<file path="config.mk">
export PLATFORM = sky130hd
export DESIGN_NAME = fcmp_unit
export DESIGN_NICKNAME = d
export VERILOG_FILES = /design/src/rtl/fpu_pkg.sv /design/src/rtl/fcmp_classify.sv /design/src/rtl/fcmp_unit.sv
export SDC_FILE = /design/constraint.sdc
export NUM_CORES = 1
export LEC_CHECK = 0
export CAP_MARGIN = 10
export CORE_ASPECT_RATIO = 1.25
export CORE_MARGIN = 2
export CORE_UTILIZATION = 50
export DETAILED_ROUTE_END_ITERATION = 16
export DONT_BUFFER_PORTS = 1
export SLEW_MARGIN = 10
export SYNTH_ARGS = -nofsm -noshare
export SYNTH_HDL_FRONTEND = slang
export SYNTH_SLANG_ARGS = --single-unit
</file>
<file path="constraint.sdc">
create_clock -name clk -period 2.5 [get_ports clk]
set_input_delay 0.75 -clock clk [delete_from_list [all_inputs] [get_ports clk]]
set_output_delay 0.75 -clock clk [all_outputs]
set_load 0.05 [all_outputs]
</file>
<file path="src/rtl/fpu_pkg.sv">
// Shared types and constants for the FPU compare path.
// Class encoding is ordered so that a plain numeric compare gives NEG < ZERO < POS.
package fpu_pkg;

  typedef enum logic [1:0] {
    FEQ  = 2'd0,
    FLT  = 2'd1,
    FLE  = 2'd2,
    FRSV = 2'd3
  } fcmp_op_t;

  typedef enum logic [1:0] {
    NEG  = 2'd0,
    ZERO = 2'd1,
    POS  = 2'd2
  } fclass_t;

  localparam logic [7:0] EXP_ZERO = 8'd0;

endpackage

</file>
<file path="src/rtl/fcmp_classify.sv">
// Sorts one single-precision operand into NEG / ZERO / POS.
// Denormals have a zero exponent, so they land in ZERO together with both signed zeros.
module fcmp_classify
  import fpu_pkg::*;
(
  input  logic [31:0] i_x,
  output fclass_t     o_class
);

  always_comb begin
    if (i_x[30:23] == EXP_ZERO) begin
      o_class = ZERO;
    end else if (i_x[31]) begin
      o_class = NEG;
    end else begin
      o_class = POS;
    end
  end

endmodule

</file>
<file path="src/rtl/fcmp_unit.sv">
// Two-stage floating-point compare unit (feq/flt/fle) with valid/ready on both sides.
// S1 registers operand classes and magnitude relations; S2 resolves the op into a 0/1 result.
module fcmp_unit
  import fpu_pkg::*;
#(
  parameter int TAG_W = 5
) (
  input  logic             clk,
  input  logic             rst,
  input  logic             flush,
  input  logic             in_valid,
  output logic             in_ready,
  input  logic [1:0]       in_op,
  input  logic [31:0]      in_x1,
  input  logic [31:0]      in_x2,
  input  logic [TAG_W-1:0] in_tag,
  output logic             out_valid,
  input  logic             out_ready,
  output logic [31:0]      out_result,
  output logic [TAG_W-1:0] out_tag,
  output logic             out_illegal,
  output logic             busy
);

  logic             r_s1Valid;
  fcmp_op_t         r_s1Op;
  logic [TAG_W-1:0] r_s1Tag;
  fclass_t          r_s1Class1;
  fclass_t          r_s1Class2;
  logic             r_s1MagLe;
  logic             r_s1MagGe;
  logic             r_s1BitsEq;

  logic             r_outValid;
  logic [31:0]      r_outResult;
  logic [TAG_W-1:0] r_outTag;
  logic             r_outIllegal;

  fclass_t w_class1;
  fclass_t w_class2;
  logic    w_s2Load;
  logic    w_accept;
  logic    w_le;
  logic    w_eq;
  logic    w_res;

  fcmp_classify u_classify1 (.i_x(in_x1), .o_class(w_class1));
  fcmp_classify u_classify2 (.i_x(in_x2), .o_class(w_class2));

  // S1 only moves when S2 takes its contents, so one ready term covers both stages.
  assign w_s2Load = ~r_outValid | out_ready;
  assign in_ready = ~flush & (~r_s1Valid | w_s2Load);
  assign w_accept = in_valid & in_ready;

  always_comb begin
    w_le  = 1'b0;
    w_res = 1'b0;
    if (r_s1Class1 != r_s1Class2) begin
      w_le = (r_s1Class1 < r_s1Class2);
    end else begin
      case (r_s1Class1)
        ZERO:    w_le = 1'b1;
        POS:     w_le = r_s1MagLe;
        NEG:     w_le = r_s1MagGe;
        default: w_le = 1'b0;
      endcase
    end
    w_eq = ((r_s1Class1 == ZERO) & (r_s1Class2 == ZERO)) | r_s1BitsEq;
    case (r_s1Op)
      FEQ:     w_res = w_eq;
      FLT:     w_res = w_le & ~w_eq;
      FLE:     w_res = w_le;
      default: w_res = 1'b0;
    endcase
  end

  always_ff @(posedge clk) begin
    if (rst) begin
      r_s1Valid    <= 1'b0;
      r_s1Op       <= FEQ;
      r_s1Tag      <= '0;
      r_s1Class1   <= ZERO;
      r_s1Class2   <= ZERO;
      r_s1MagLe    <= 1'b0;
      r_s1MagGe    <= 1'b0;
      r_s1BitsEq   <= 1'b0;
      r_outValid   <= 1'b0;
      r_outResult  <= '0;
      r_outTag     <= '0;
      r_outIllegal <= 1'b0;
    end else if (flush) begin
      r_s1Valid  <= 1'b0;
      r_outValid <= 1'b0;
    end else begin
      if (w_s2Load) begin
        r_outValid <= r_s1Valid;
        if (r_s1Valid) begin
          r_outResult  <= {31'd0, w_res};
          r_outTag     <= r_s1Tag;
          r_outIllegal <= (r_s1Op == FRSV);
        end
      end
      if (~r_s1Valid | w_s2Load) begin
        r_s1Valid <= w_accept;
        if (w_accept) begin
          r_s1Op     <= fcmp_op_t'(in_op);
          r_s1Tag    <= in_tag;
          r_s1Class1 <= w_class1;
          r_s1Class2 <= w_class2;
          r_s1MagLe  <= (in_x1[30:0] <= in_x2[30:0]);
          r_s1MagGe  <= (in_x2[30:0] <= in_x1[30:0]);
          r_s1BitsEq <= (in_x1 == in_x2);
        end
      end
    end
  end

  assign out_valid   = r_outValid;
  assign out_result  = r_outResult;
  assign out_tag     = r_outTag;
  assign out_illegal = r_outIllegal;
  assign busy        = r_s1Valid | r_outValid;

endmodule

</file>
After elaboration in Yosys (flattened, before gate mapping)
Index checks and enable logic that the tools add are counted.
Widths: inputs -> output; s select.
Cells by class
  div/mod/pow operators: 0
  muxes and demuxes: 7
  shift-type cells: 0
  add/sub/neg operators: 0
  reductions and logical operators: 7
  bitwise gates (word level): 12
  magnitude comparators: 3
  equality and inequality tests: 8
  $mul: 0
Operators by type and width (count)
  $le 31x31->1: 2
  $eq 32x32->1: 1
  $logic_not 8->1: 2
  $mux 2: 4
  $eq 2x1->1 const B: 3
  $eq 2x2->1 const B: 3
  $pmux 1 s3: 2
  $reduce_and 3->1: 2
  $and 1x1->1: 4
  $logic_not 2->1: 2
  $not 1->1: 4
  $or 1x1->1: 4
  $lt 2x2->1: 1
  $ne 2x2->1: 1
  $reduce_or 2->1: 1
  $mux 1: 1
Storage, ports and cells
  bits in read-only memories: 0
  flip-flop bits (word level): 23
  memories kept: 0
  bits in writable memories: 0
  bits in latches: 0

Depth between registers and ports, before layout
  depth after elaboration: 6
  depth in mapped cells: 8

By module
From an unflattened synthesis, not the netlist that was laid out.
Unflattened totals
  cells, all modules: 269
  area, all modules: 2087.0 µm²
By module, submodules not included
  fcmp_unit: cells an instance 261, area each 2029.4 µm², times used 1, sequential area each 460.4 µm²
  fcmp_classify: cells an instance 4, area each 28.8 µm², times used 2, sequential area each 0.0 µm²

Worst setup path before layout
Ideal clock, no wire load.
  path type: input -> register
  start: input out_ready
  end: register r_s1Class1[0]
  library setup time: 0.122 ns
  setup slack: 0.391 ns
  arrival time: 1.987 ns
  cell stages on the path: 5
  path through: nor2b_2 > a21oi_2 > and2_2 > nor2_1 > a311o_1
On the way
  word-level cells in the longest chain between the ends: 5
Ends and longest elaborated chain
  from (decl): RTL line fcmp_unit.sv:18  | input logic out_ready,
  $or 1x1->1: RTL line fcmp_unit.sv:51  | assign w_s2Load = ~r_outValid | out_ready;
  $or 1x1->1: RTL line fcmp_unit.sv:52  | assign in_ready = ~flush & (~r_s1Valid | w_s2Load);
  $and 1x1->1: RTL line fcmp_unit.sv:52
  named net in_ready: RTL line fcmp_unit.sv:12  | output logic in_ready,
  $and 1x1->1: RTL line fcmp_unit.sv:53  | assign w_accept = in_valid & in_ready;
  $reduce_and 3->1 (no source line)
  to (signal assigned): RTL line fcmp_unit.sv:108  | r_s1Class1 <= w_class1;
  to (decl): RTL line fcmp_unit.sv:28  | fclass_t r_s1Class1;
The timed path passes the listed nets, and every way through them passes these cells.
A chain may end at the register's enable or synchronous reset.

Worst setup path after layout
  start: input out_ready
  end: output in_ready
On the way
  word-level cells in the longest chain between the ends: 3
Ends and longest elaborated chain (RTL line)
  $or 1x1->1: fcmp_unit.sv:51
  $or 1x1->1: fcmp_unit.sv:52
  $and 1x1->1: fcmp_unit.sv:52
  to (decl): fcmp_unit.sv:12
No other way between the ends.

==> flow_summary.rst <==
.. list-table::
   :header-rows: 1

   * - Metric
     - Value
   * - Setup CP Type
     - in2out
   * - Insertion delay of the later-clocked pin in the worst-skew pair
     - between 200 and 300 ps
   * - Core utilization of the finished layout
     - between 50% and 60%
   * - Iteration-0 DRC Markers
     - 51
   * - Setup-failing EPs final
     - 0
   * - Fraction of power consumed by combinational cells
     - 30.9%
   * - Longest individual stage delay on the worst path
     - ~200 ps
   * - Number of global-route vias before repair
     - ~1400
   * - GRT Total Usage
     - around 16%
   * - Sum of overflow across all layers after global routing
     - 0
   * - Antenna cells
     - 0
   * - Grt peak-use layer
     - met2
   * - Timing-limited maximum frequency
     - around 510 MHz
   * - Tightest Hold Check Type
     - reg2reg
   * - Via count
     - 1532
   * - Number of different library cells in the post-synthesis netlist
     - 45
   * - Final Hold Vio Count
     - 0
   * - Maximum VDD drop
     - 0.160 mV
   * - Count of synthesis-stage warnings from yosys
     - 0
   * - Fraction of the cycle the final worst path needs
     - between 70 and 80%
   * - Resized Gates After CTS
     - 0
   * - Maximum number of pins on one net before global-route repair
     - 23
   * - Clock buffer count from CTS
     - 3
   * - Total of buffers placed on input and output ports
     - 0
   * - Setup repair after global routing missed its margin
     - false
   * - Routability congestion estimate from global placement
     - 0.778
   * - Met3 global-route usage
     - about 1.4%
   * - Maximum net fanout on the critical path
     - 4
   * - Post-synthesis cell area
     - between 2000 and 2500 um2
   * - Pins Over Slew Limit
     - 0
   * - Final worst clock skew
     - 1.36 ps
   * - Critical-path top delay cell
     - sky130_fd_sc_hd__buf_4
   * - Vertical extent of the die
     - approximately 75 um
   * - Total clock sinks
     - 23
   * - Setup TNS
     - 0 ps
   * - Launch instance of the worst min-delay path
     - r_s1Tag[3]$_SDFFE_PP0P_
   * - Combined area of the multi-input logic cells
     - 1290 um2
   * - Category of the worst setup path launch point
     - input pin
   * - Layout cell share with drive strength beyond 1
     - roughly 8%
   * - Clock-pin slew of the registers on the worst-case setup and hold paths
     - 80 ps
   * - Area share of the largest cell type after synthesis
     - 22.9%
   * - Net switching share of the total power
     - a little over a third
   * - Total leakage power
     - 0.976 nW
   * - Worst-margin pin slew
     - around 510 ps
   * - Ports placed on the boundary
     - around 120
   * - Total die area
     - 4560 um2
   * - Required time of the critical path
     - 1750 ps
   * - Area of the core
     - ~3800 um2
   * - Number of rows created at floorplan
     - 25
   * - Area growth syn-to-layout
     - -0.373%
   * - Power Dens Cells
     - 447 nW/um2
   * - Source of the critical timing path
     - out_ready
   * - Wirelength per Cell
     - 11.1 um
   * - Post-synthesis sequential element count
     - 23
   * - Total Power Consumption
     - around 900 uW
   * - Count of nets left with antenna violations after detail routing
     - 0
   * - Kind of cell adding the most delay to the critical path
     - buffers and inverters
   * - Endpoint type of the worst setup path
     - output port
   * - Result of the run
     - finished clean
   * - Nets
     - around 370
   * - Sum of buffers and inverters on the critical path
     - 1
   * - Via density per instance
     - between 4 and 5
   * - Buffers from clock root to sink, at most
     - 2
   * - CTS Root Cell
     - sky130_fd_sc_hd__clkbuf_8
   * - H-tree levels
     - 1
   * - Global-route wire length before repair
     - 5490 um
   * - Initial Util
     - a little over half
   * - Die extent in x
     - just over 60 um
   * - Post-Route Hold Slack
     - around 450 ps
   * - CTS tree
     - done
   * - Post-synthesis area per instance
     - just under 8 um2
   * - Max capacitance violation total
     - 0
   * - Share of power burned in the clock network
     - between 20 and 30%
   * - DRC errors left
     - 0
   * - Cell internal pwr
     - between 500 and 600 uW
   * - Sequence of cells on the critical path
     - nor2b_2, a21oi_2, buf_4
   * - Part of the total power dissipated in sequential elements
     - 43.9%
   * - Final period demand of the worst path
     - between 1500 and 2000 ps
   * - Switching power total
     - 328 uW
   * - Total of fill cells in the finished design
     - approximately 420
   * - Syn Inst Count
     - between 200 and 300
   * - Met1 layer usage reported by global route
     - between 15 and 20%
   * - Worst r2r src
     - out_valid$_SDFFE_PP0P_
   * - Number of buffers inserted by post-CTS setup repair
     - 0
   * - Met2 track demand over resource
     - between 20% and 30%
   * - Relative slew slack
     - 66.2%
   * - Detailed-route wire length
     - 3450 um
   * - Number of antenna violations at the first check in global routing
     - 0
   * - Top area cells in the synthesized netlist
     - sky130_fd_sc_hd__dfxtp_1 23%, sky130_fd_sc_hd__ha_1 20%, sky130_fd_sc_hd__buf_4 12%
   * - Synth area leader
     - sky130_fd_sc_hd__dfxtp_1
   * - Sequential share of the synthesized area
     - between 20% and 30%
   * - Hold bufs inserted after CTS
     - 0
   * - Estimated wirelength of the detail-placed design
     - 3010 um
   * - Pre-antenna DRT Iters
     - 4
   * - Arrival time of the worst setup path
     - approximately 1200 ps
   * - Total area of sequential cells
     - about 460 um2
[stage by stage]
step | cell area (um2) | instances | setup slack [ps]
after floorplan | 2130 | 286 | 391
after global placement | 1960 | 307 | 310
after detailed placement | 1960 | 307 | 281
after CTS | 2010 | 311 | 546
after global routing | 2010 | 311 | 418
final | 2010 | 311 | 546
[power by group through the flow]
stage	registers [mW]	logic, mW	clock network (mW)
finish	0.394	0.278	0.226
global route	0.396	0.314	0.250
CTS	0.394	0.280	0.233
detailed placement	0.403	0.279	0
global placement	0.403	0.277	0
floorplan	0.401	0.293	0
[synth_stat cells (all sizes together)]
cell    count
and3        1
o21bai      1
nand3b      1
inv        33
a21oi      25
nor3        5
a31oi       1
a21o        2
a31o        1
nand2b      3
o31ai       1
a211oi      8
mux2i       5
nor3b       2
conb        1
or2         1
a22oi       1
nor4        5
nor2b       1
o21ai       7
o211ai      3
clkbuf      2
dfxtp      23
xor2        1
and2        1
nand3       5
nor2       21
a311o       1
nand2      23
buf        34
ha         33
o31a        1
nand4       3
[worst min-delay path: cells and delay by family (launching register included)]
kind	cells	cell delay, ps
simple gates	1	50
compound gates	1	50
flops	1	310
[logic make-up after synthesis]
logic type | count (synthesis) | share of synthesized area, %
AOI/OAI and AO/OA | 52 | 16.0
muxes | 5 | 2.48
and+or+nand+nor | 72 | 18.6
xor gates and xnor gates | 1 | 0.435
DFF | 23 | 22.9
adders and majority gates | 33 | 20.5
other | 1 | 0.186
buffers and inverters | 69 | 18.9
[layout make-up]
class / instances / area share, %
tap: 54 / 3.37
clock buffer: 3 / 2.06
sequential: 23 / 22.9
timing repair buffer: 3 / 1.12
inverter: 33 / 6.17
clock inverter: 1 / 0.249
multi-input combinational: 194 / 64.1
[registers in the layout (all words and copies together) (netlist names)]
signal	flops
out_tag	5
r_s1Tag	5
r_s1Class1	2
r_s1Class2	2
r_s1Op	2
out_illegal	1
out_result	1
out_valid	1
r_s1BitsEq	1
r_s1MagGe	1
r_s1MagLe	1
r_s1Valid	1
[routing by layer]
metal	vias to the layer above	share of wire, %
met5	-	0
met3	4	6.1
met1	663	41
li1	811	-
met2	54	52
met4	0	1.5
[final timing paths]
check | endpoint | slack, ps | cells past startpoint
setup / recovery | in_ready | 550 | 3
hold / removal | r_s1Tag[3]$_SDFFE_PP0P_ | 450 | 2
setup reg to reg | r_s1Class1[0]$_SDFFE_PP1P_ | 810 | 6
hold reg to reg | r_s1Tag[3]$_SDFFE_PP0P_ | 450 | 2
[placed cells by master, fill, tap and decap left out, types with 2 or more instances in the layout]
cell type and n:
sky130_fd_sc_hd__o211ai_1 3, sky130_fd_sc_hd__nor4_1 4, sky130_fd_sc_hd__clkbuf_8 3, sky130_fd_sc_hd__nor2_1 20, sky130_fd_sc_hd__inv_1 33, sky130_fd_sc_hd__nand2b_1 3
sky130_fd_sc_hd__a211oi_1 7, sky130_fd_sc_hd__buf_4 3, sky130_fd_sc_hd__conb_1 31, sky130_fd_sc_hd__nand2_1 21, sky130_fd_sc_hd__nor3_1 3, sky130_fd_sc_hd__nand3_1 5
sky130_fd_sc_hd__mux2i_1 5, sky130_fd_sc_hd__a21o_1 2, sky130_fd_sc_hd__a21oi_1 24, sky130_fd_sc_hd__ha_1 33, sky130_fd_sc_hd__nand4_1 2, sky130_fd_sc_hd__o21ai_0 4
sky130_fd_sc_hd__dfxtp_1 23, sky130_fd_sc_hd__o21ai_1 3, sky130_fd_sc_hd__nor3_2 2
Power figures use the tool's default switching activity.
